### src/rtl/mem_access_pkg.sv
// Shared types for the load/store alignment unit.
// Access sizes follow the CPU encoding; state_e drives the top-level FSM.
package mem_access_pkg;

    typedef enum logic [1:0] {
        SZ_WORD = 2'd0,
        SZ_HALF = 2'd1,
        SZ_BYTE = 2'd2
    } size_e;

    typedef enum logic [1:0] {
        IDLE = 2'd0,
        RD   = 2'd1,
        WR   = 2'd2,
        DONE = 2'd3
    } state_e;

endpackage

### src/rtl/mem_access_unit_lane_align.sv
// Byte-lane extraction/extension for loads and lane merge for sub-word stores.
// Purely combinational; lanes are little-endian within the memory word.
module lane_align
    import mem_access_pkg::*;
#(
    parameter int DATA_W = 32,
    localparam int LANE_W = $clog2(DATA_W/8)
) (
    input  logic [DATA_W-1:0] i_word,
    input  logic [LANE_W-1:0] i_lane,
    input  logic [1:0]        i_size,
    input  logic              i_unsigned,
    input  logic [DATA_W-1:0] i_wdata,
    output logic [DATA_W-1:0] o_load,
    output logic [DATA_W-1:0] o_store
);

    logic [LANE_W+2:0] w_sh;
    logic [DATA_W-1:0] w_shifted;
    logic [DATA_W-1:0] w_mask;
    logic [DATA_W-1:0] w_ins;

    assign w_sh      = {i_lane, 3'b000};
    assign w_shifted = i_word >> w_sh;

    always_comb begin
        w_mask = '1;
        o_load = i_word;
        unique case (i_size)
            SZ_BYTE: begin
                w_mask = DATA_W'(8'hFF);
                o_load = {{(DATA_W-8){~i_unsigned & w_shifted[7]}},
                          w_shifted[7:0]};
            end
            SZ_HALF: begin
                w_mask = DATA_W'(16'hFFFF);
                o_load = {{(DATA_W-16){~i_unsigned & w_shifted[15]}},
                          w_shifted[15:0]};
            end
            default: ;
        endcase
    end

    // Store data is right-justified; move it up to its lane and keep the rest.
    assign w_ins   = (i_wdata & w_mask) << w_sh;
    assign o_store = (i_word & ~(w_mask << w_sh)) | w_ins;

endmodule

### src/rtl/mem_access_unit.sv
// Multi-cycle load/store alignment unit in front of a word-wide memory.
// Sub-word stores are done as read-modify-write so memory needs no byte enables.
module mem_access_unit
    import mem_access_pkg::*;
#(
    parameter int DATA_W = 32,
    parameter int ADDR_W = 32
) (
    input  logic              clk,
    input  logic              reset,
    input  logic              req_valid,
    output logic              req_ready,
    input  logic              req_we,
    input  logic [1:0]        req_size,
    input  logic              req_unsigned,
    input  logic [ADDR_W-1:0] req_addr,
    input  logic [DATA_W-1:0] req_wdata,
    output logic              resp_valid,
    output logic [DATA_W-1:0] resp_rdata,
    output logic              resp_misalign,
    output logic              mem_req,
    output logic              mem_we,
    output logic [ADDR_W-1:0] mem_addr,
    output logic [DATA_W-1:0] mem_wdata,
    input  logic [DATA_W-1:0] mem_rdata,
    input  logic              mem_ack
);

    localparam int LANE_W = $clog2(DATA_W/8);

    state_e r_state;
    state_e w_next;

    logic              r_we;
    logic              r_uns;
    logic              r_mis;
    logic [1:0]        r_size;
    logic [ADDR_W-1:0] r_addr;
    logic [DATA_W-1:0] r_wdata;
    logic [DATA_W-1:0] r_rdata;
    logic [DATA_W-1:0] r_mwdata;

    logic              w_accept;
    logic              w_legal;
    logic [DATA_W-1:0] w_load;
    logic [DATA_W-1:0] w_store;

    assign w_accept = req_valid && (r_state == IDLE);

    always_comb begin
        w_legal = 1'b0;
        unique case (req_size)
            SZ_WORD: w_legal = (req_addr[LANE_W-1:0] == '0);
            SZ_HALF: w_legal = ~req_addr[0];
            SZ_BYTE: w_legal = 1'b1;
            default: w_legal = 1'b0;
        endcase
    end

    lane_align #(.DATA_W(DATA_W)) u_align (
        .i_word     (mem_rdata),
        .i_lane     (r_addr[LANE_W-1:0]),
        .i_size     (r_size),
        .i_unsigned (r_uns),
        .i_wdata    (r_wdata),
        .o_load     (w_load),
        .o_store    (w_store)
    );

    always_comb begin
        w_next        = r_state;
        req_ready     = 1'b0;
        resp_valid    = 1'b0;
        resp_misalign = 1'b0;
        mem_req       = 1'b0;
        mem_we        = 1'b0;
        unique case (r_state)
            IDLE: begin
                req_ready = 1'b1;
                if (w_accept) begin
                    if (!w_legal)
                        w_next = DONE;
                    else if (req_we && req_size == SZ_WORD)
                        w_next = WR;
                    else
                        w_next = RD;
                end
            end
            RD: begin
                mem_req = 1'b1;
                if (mem_ack)
                    w_next = r_we ? WR : DONE;
            end
            WR: begin
                mem_req = 1'b1;
                mem_we  = 1'b1;
                if (mem_ack)
                    w_next = DONE;
            end
            DONE: begin
                resp_valid    = 1'b1;
                resp_misalign = r_mis;
                w_next        = IDLE;
            end
            default: w_next = IDLE;
        endcase
    end

    always_ff @(posedge clk) begin
        if (reset)
            r_state <= IDLE;
        else
            r_state <= w_next;
    end

    always_ff @(posedge clk) begin
        if (reset) begin
            r_we     <= 1'b0;
            r_uns    <= 1'b0;
            r_mis    <= 1'b0;
            r_size   <= '0;
            r_addr   <= '0;
            r_wdata  <= '0;
            r_rdata  <= '0;
            r_mwdata <= '0;
        end else if (w_accept) begin
            r_we     <= req_we;
            r_uns    <= req_unsigned;
            r_mis    <= ~w_legal;
            r_size   <= req_size;
            r_addr   <= req_addr;
            r_wdata  <= req_wdata;
            r_rdata  <= '0;
            r_mwdata <= req_wdata;
        end else if (r_state == RD && mem_ack) begin
            // A read phase either finishes a load or feeds the store merge.
            if (r_we)
                r_mwdata <= w_store;
            else
                r_rdata <= w_load;
        end
    end

    assign resp_rdata = r_rdata;
    assign mem_wdata  = r_mwdata;
    assign mem_addr   = {r_addr[ADDR_W-1:LANE_W], LANE_W'(0)};

endmodule

### config.mk
export PLATFORM = sky130hd
export DESIGN_NAME = mem_access_unit
export DESIGN_NICKNAME = d
export VERILOG_FILES = /design/src/rtl/mem_access_pkg.sv /design/src/rtl/mem_access_unit_lane_align.sv /design/src/rtl/mem_access_unit.sv
export SDC_FILE = /design/constraint.sdc
export NUM_CORES = 1
export LEC_CHECK = 0
export ABC_CLOCK_PERIOD_IN_PS = 2200
export CORE_ASPECT_RATIO = 1.2
export CORE_MARGIN = 3
export CORE_UTILIZATION = 48
export DETAILED_ROUTE_END_ITERATION = 10
export PLACE_DENSITY = 0.86
export SYNTH_ARGS = -nofsm -noshare
export SYNTH_HDL_FRONTEND = slang
export SYNTH_SLANG_ARGS = --single-unit
### constraint.sdc
create_clock -name clk -period 2.2 [get_ports clk]
set_clock_uncertainty 0.1 [all_clocks]
set_input_delay 0.22 -clock clk [delete_from_list [all_inputs] [get_ports clk]]
set_output_delay 0.22 -clock clk [all_outputs]
set_load 0.1 [all_outputs]
### Word level (Yosys, flattened, before mapping)

Index checks and enable logic that the tools add are counted.

* shift-type cells: 3
* eq/ne operators: 10
* reductions and logical operators: 13
* bitwise gates (word level): 10
* mux-type cells: 18

Operators by type and width (number)
* 32-bit one-hot mux with 2 select lines: 2
* 32-bit two-way mux: 3
* 32-bit bitwise AND: 2
* 32-bit by 5-bit left shift with 32-bit output: 2
* 32-bit NOT: 1
* 32-bit OR: 1
* 32-bit by 5-bit >> shifter with 16-bit output: 1
* 2-bit two-way mux: 5
* 2-bit == test (second input constant): 4
* 2-bit one-hot mux with 4 select lines: 1
* 2-bit by 1-bit == test with 1-bit output (second input constant): 3
* 2-bit zero test: 3
* 1-bit two-way mux: 6
* 2-bit inequality test (second input constant): 3
* 1-bit NOT: 4
* 2-bit AND reduction: 2
* 2-bit nonzero test: 2
* 2-bit OR reduction: 2
* 1-bit logical AND: 3
* 1-bit one-hot mux with 3 select lines: 1
* 3-bit AND reduction: 1
* 1-bit bitwise AND: 2

* input bits: 104
* register bits after elaboration: 135

### Logic depth before layout (Yosys ltp)

* depth after elaboration: 9
* gate-level depth with buffers: 8
* depth with buffers taken out: 6

### Modules after synthesis

From an unflattened synthesis, not the netlist that was laid out.

* cell total of the unflattened synthesis: 885
* area, all modules: 7073.0 sq um

By module, submodules not included
* mem_access_unit: cells each 646, times used 1, seq. area each 2702.6 sq um, area each 5541.6 sq um
* lane_align: cells each 239, times used 1, seq. area each 0.0 sq um, area each 1531.5 sq um

### Least setup slack after synthesis

OpenSTA, ideal clock, no wires.

* kind: register -> register
* start point: reg r_state[0]
* end point: reg r_mwdata[10] (netlist: mem_wdata[10])
* setup slack: -0.313 ns
* buffers on the path: 3
* required time: 2.024 ns
* period minus slack after synthesis: 2.513 ns
* setup time: 0.076 ns
* arrival time: 2.337 ns
* cell stages (with the launch flop): 9
* path through: dfxtp_1 inv_1 ha_1 and2_0 buf_4 buf_2 buf_2 nand2_1 o22ai_1

* cells in the longest elaborated chain, start to end: 4

Ends and longest elaborated chain
* from (decl): RTL line mem_access_unit.sv:31 `state_e r_state;`
* from (signal assigned): RTL line mem_access_unit.sv:113 `r_state <= w_next;`
* 2-bit by 1-bit == test with 1-bit output / 2-bit zero test (equally long branches): RTL line mem_access_unit.sv:135, mem_access_unit.sv:48
* 1-bit logical AND (on tied branches): RTL line mem_access_unit.sv:135, mem_access_unit.sv:48
* 2-bit nonzero test (no line)
* 2-bit AND reduction (no line)
* to (signal assigned): RTL line mem_access_unit.sv:134 `r_mwdata <= req_wdata;`
* to (signal assigned): RTL line mem_access_unit.sv:138 `r_mwdata <= w_store;`
* to (decl): RTL line mem_access_unit.sv:41 `logic [DATA_W-1:0] r_mwdata;`

Several ways; a longest one is shown, not always the timed one.
A chain may end at the register's enable or synchronous reset.

### Worst setup path in the final report

* start point: reg r_addr[1]
* end point: reg r_rdata[26] (netlist: resp_rdata[26])

* cells in the longest elaborated chain, start to end: 3

Ends and longest elaborated chain
* from (decl): RTL line mem_access_unit.sv:38 `logic [ADDR_W-1:0] r_addr;`
* from (signal assigned): RTL line mem_access_unit.sv:131 `r_addr <= req_addr;`
* 32-bit by 5-bit >> shifter with 16-bit output *: RTL line mem_access_unit_lane_align.sv:24 `assign w_shifted = i_word >> w_sh;`
* 1-bit bitwise AND (on tied branches): RTL line mem_access_unit_lane_align.sv:37, mem_access_unit_lane_align.sv:32
* 32-bit one-hot mux with 2 select lines *: RTL line mem_access_unit_lane_align.sv:29 `unique case (i_size)`
* to (signal assigned): RTL line mem_access_unit.sv:140 `r_rdata <= w_load;`
* to (decl): RTL line mem_access_unit.sv:40 `logic [DATA_W-1:0] r_rdata;`

Every way passes the cells marked *; elsewhere a longest branch is shown, timed or not.

==> flow_metrics.env <==
export IMPL_grt_pass1_wl_um=35700
export IMPL_area_growth_pct=36.1
export IMPL_die_area_um2=16100
export IMPL_ctsLongestPathBuffers=2
export IMPL_synthArstFlopShare_pct=0
export IMPL_initial_core_util_pct=49.8
export IMPL_hold_path_depth=3
export IMPL_drc=0
export IMPL_grt_max_degree=84
export IMPL_port_buffers=202
export IMPL_drt_vias_per_instance=5.85
export IMPL_power_density_nw_per_um2=1310
export IMPL_die_w_um=116
export IMPL_crit_type="register to register"
export IMPL_finalCriticalPeriod_ns=2.13
export IMPL_final_max_slew_viol_count=0
export IMPL_syn_avg_cell_area_um2=7.89
export IMPL_fin_hold_ws_ns=0.205
export IMPL_hold_path_class="primary input to register"
export IMPL_cts_hold_buf=0
export IMPL_first_global_vias=6834
export IMPL_syn_inst=888
export IMPL_ys_seq_area_share_pct=38.6
export IMPL_hold_end="r_addr[24]$_SDFFE_PP0P_"
export IMPL_cts_root_buf="clkbuf_16"
export IMPL_clk_latency_ns=0.42
export IMPL_clock_sinks=135
export IMPL_worstMarginPinSlew_ns=0.866
export IMPL_seqCellArea_um2=2710
export IMPL_numCtsBuffers=17
export IMPL_cellLeakagePower_nw=3.70
export IMPL_cp_required_ns=2.37
export IMPL_cp_max_fo=16
export IMPL_ys_types=64
export IMPL_yosys_area_top_type="dfxtp_1"
export IMPL_cts_setup_buffers=0
export IMPL_place_gp_congestion=0.930
export IMPL_drt_initial_drc_count=735
export IMPL_antenna_found_initial=0
export IMPL_vdd_drop_max_mv=1.46
export IMPL_syn_cell_area_um2=7000
export IMPL_nets=1158
export IMPL_hpwl_um=16900
export IMPL_r2r_end="resp_rdata[26]$_SDFFE_PP0P_"
export IMPL_clock_fmax_mhz=469
export IMPL_yosysWarningCount=0
export IMPL_firstDrtPassIters=5
export IMPL_h_tree_depth=4
export IMPL_ant_nets=0
export IMPL_layout_cells_most_common="nand2_1"
export IMPL_start_kind="register"
export IMPL_final_layout_size_suffix_gt1_share_pct=18.9
export IMPL_dr_total_vias=7193
export IMPL_wl_per_cell_um=18.8
export IMPL_period_share_pct=97.0
export IMPL_min_delay_start="reset"
export IMPL_rsz0062_at_grt="yes"
export IMPL_maxSlewHeadroom_pct=42.3
export IMPL_synth_ff_type="dfxtp_1"
export IMPL_reg2reg_from="r_addr[1]$_SDFFE_PP0P_"
export IMPL_synth_top_area_share_pct=38.6
export IMPL_io_pin_count=205
export IMPL_worst_r2r_setup_slack_ns=0.07
export IMPL_path_clk_slew_ns=0.06
export IMPL_reg2reg_depth=4
export IMPL_status="completed"
export IMPL_cts_tree="yes"
export IMPL_hold_viol=0
export IMPL_std_cell_rows=47
export IMPL_yosys_top_cells_area="dfxtp_1, nand2_1, a21oi_1"
export IMPL_synth_edf_count=0
export IMPL_max_cap_violations=0
export IMPL_die_y_um=138
export IMPL_drt_wl_total_um=23200
export IMPL_finalSetupViolations=0
export IMPL_gr_total_overflow=0
export IMPL_cp_end_kind="register"
export IMPL_p_total_mw=12.5
export IMPL_multi_input_area_um2=3720
export IMPL_cp_data_arrival_time_ns=2.31
export IMPL_ys_ff_latch=135
export IMPL_layout_common_cells="nand2_1, buf_4, dfxtp_1, clkdlybuf4s50_1, a21oi_1"
export IMPL_nFillCells=1164
export IMPL_coreArea_um2=14100
export IMPL_diodes=0
export IMPL_grtUsageTotal_pct=28.1
[what timing repair did]
item	in CTS	in global routing
resized for setup	1	5
setup endpoints to repair	4	22
cloned	0	0
[cells by family (layout without fill, tap and decap cells)]
| logic type | Yosys count | count (layout) | synth area share, % |
|---|---|---|---|
| DFF | 135 | 135 | 38.6 |
| other | 1 | 2 | 0.0535 |
| AOI/OAI and AO/OA | 280 | 280 | 26.7 |
| adders and majority gates | 8 | 8 | 1.43 |
| and+or+nand+nor | 331 | 331 | 21.5 |
| buffers and inverters | 113 | 283 | 8.74 |
| muxes | 20 | 20 | 3.06 |
[area by class of cell]
class | count | share of cell area (%)
Clock buffer | 17 | 4.46
Clock inverter | 15 | 2.61
Inverter | 7 | 0.276
Multi-Input combinational cell | 641 | 39.1
Sequential cell | 135 | 28.4
Tap cell | 171 | 2.25
Timing Repair Buffer | 244 | 23.0
[Yosys cell counts (2+ instances only)]
cell       count
dfxtp_1      135
o21a_1        13
o2111a_1       2
nand2_1      203
o211ai_1       2
nor2_1        40
o21ai_0       47
a211oi_1      15
ha_1           8
a221o_1        7
o22ai_1        8
nor3_1        10
nand4b_1       6
buf_2         24
buf_1          4
o32ai_1        7
mux2i_1       18
nor2b_1       20
o31ai_1        9
a22oi_1        2
nand3_1        7
buf_4         34
and2_1         2
buf_6          4
a2111oi_2      7
nand3b_1       6
inv_1          6
a21o_1         3
nor3b_1       10
a221oi_1      13
o221ai_1      12
a21oi_1       97
clkbuf_1      40
a31oi_1       23
nand2b_1      15
[worst max-delay path: stages (launching register included)]
cell,delay [ns]
dfxtp_2,0.51
mux4_2,0.60
and2_4,0.19
o21ai_4,0.39
a31oi_1,0.19
[worst max-delay path by stage]
stage | start | endpoint | slack, ns | depth (start not counted)
finish | r_addr[1]$_SDFFE_PP0P_ | resp_rdata[26]$_SDFFE_PP0P_ | 0.07 | 4
detailed placement | mem_rdata[7] | resp_rdata[18]$_SDFFE_PP0P_ | -0.03 | 5
CTS | r_state[0]$_SDFFE_PP0P_ | mem_wdata[30]$_SDFFE_PP0P_ | 0.02 | 6
global placement | r_addr[0]$_SDFFE_PP0P_ | mem_wdata[30]$_SDFFE_PP0P_ | 0.05 | 5
floorplan | r_state[0]$_SDFFE_PP0P_ | mem_wdata[10]$_SDFFE_PP0P_ | 0.02 | 8
global route | r_size[1]$_SDFFE_PP0P_ | mem_wdata[17]$_SDFFE_PP0P_ | -0.007 | 6
[registers in the layout (all words and copies together), names as in the netlist]
name        flops
r_size          2
mem_wdata      32
r_state         2
r_wdata        32
resp_rdata     32
r_mis           1
r_uns           1
r_addr         32
r_we            1
[report_power, final]
part | switching [mW] | internal (mW) | total, mW
sequential | 0.359 | 2.87 | 3.23
combinational | 4.26 | 1.72 | 5.98
clock | 1.13 | 2.13 | 3.26
total | 5.74 | 6.72 | 12.5
[layer usage]
metal / global-route usage, % / up-vias / routed length [um] / share of wire (%)
met5: 0 / - / 0 / 0
met4: 14.3 / 0 / 1050 / 4.5
met3: 7.08 / 67 / 1980 / 8.5
met2: 45.4 / 365 / 11100 / 48
met1: 34.1 / 3319 / 9080 / 39
li1: - / 3442 / - / -
[per-stage QoR]
step	cell area [um2]	util (%)	instances	setup WS [ns]	TNS, ns
after floorplan	7010	-	889	0.0201	0
after global placement	8830	62.9	1198	0.0480	0
after detailed placement	8830	62.9	1198	-0.0343	-0.187
after CTS	9510	67.7	1230	0.0244	0
after global routing	9530	67.8	1230	-0.00669	-0.00669
final	9530	67.8	1230	0.0665	0
Note: power is estimated with default switching activity, not from simulation.
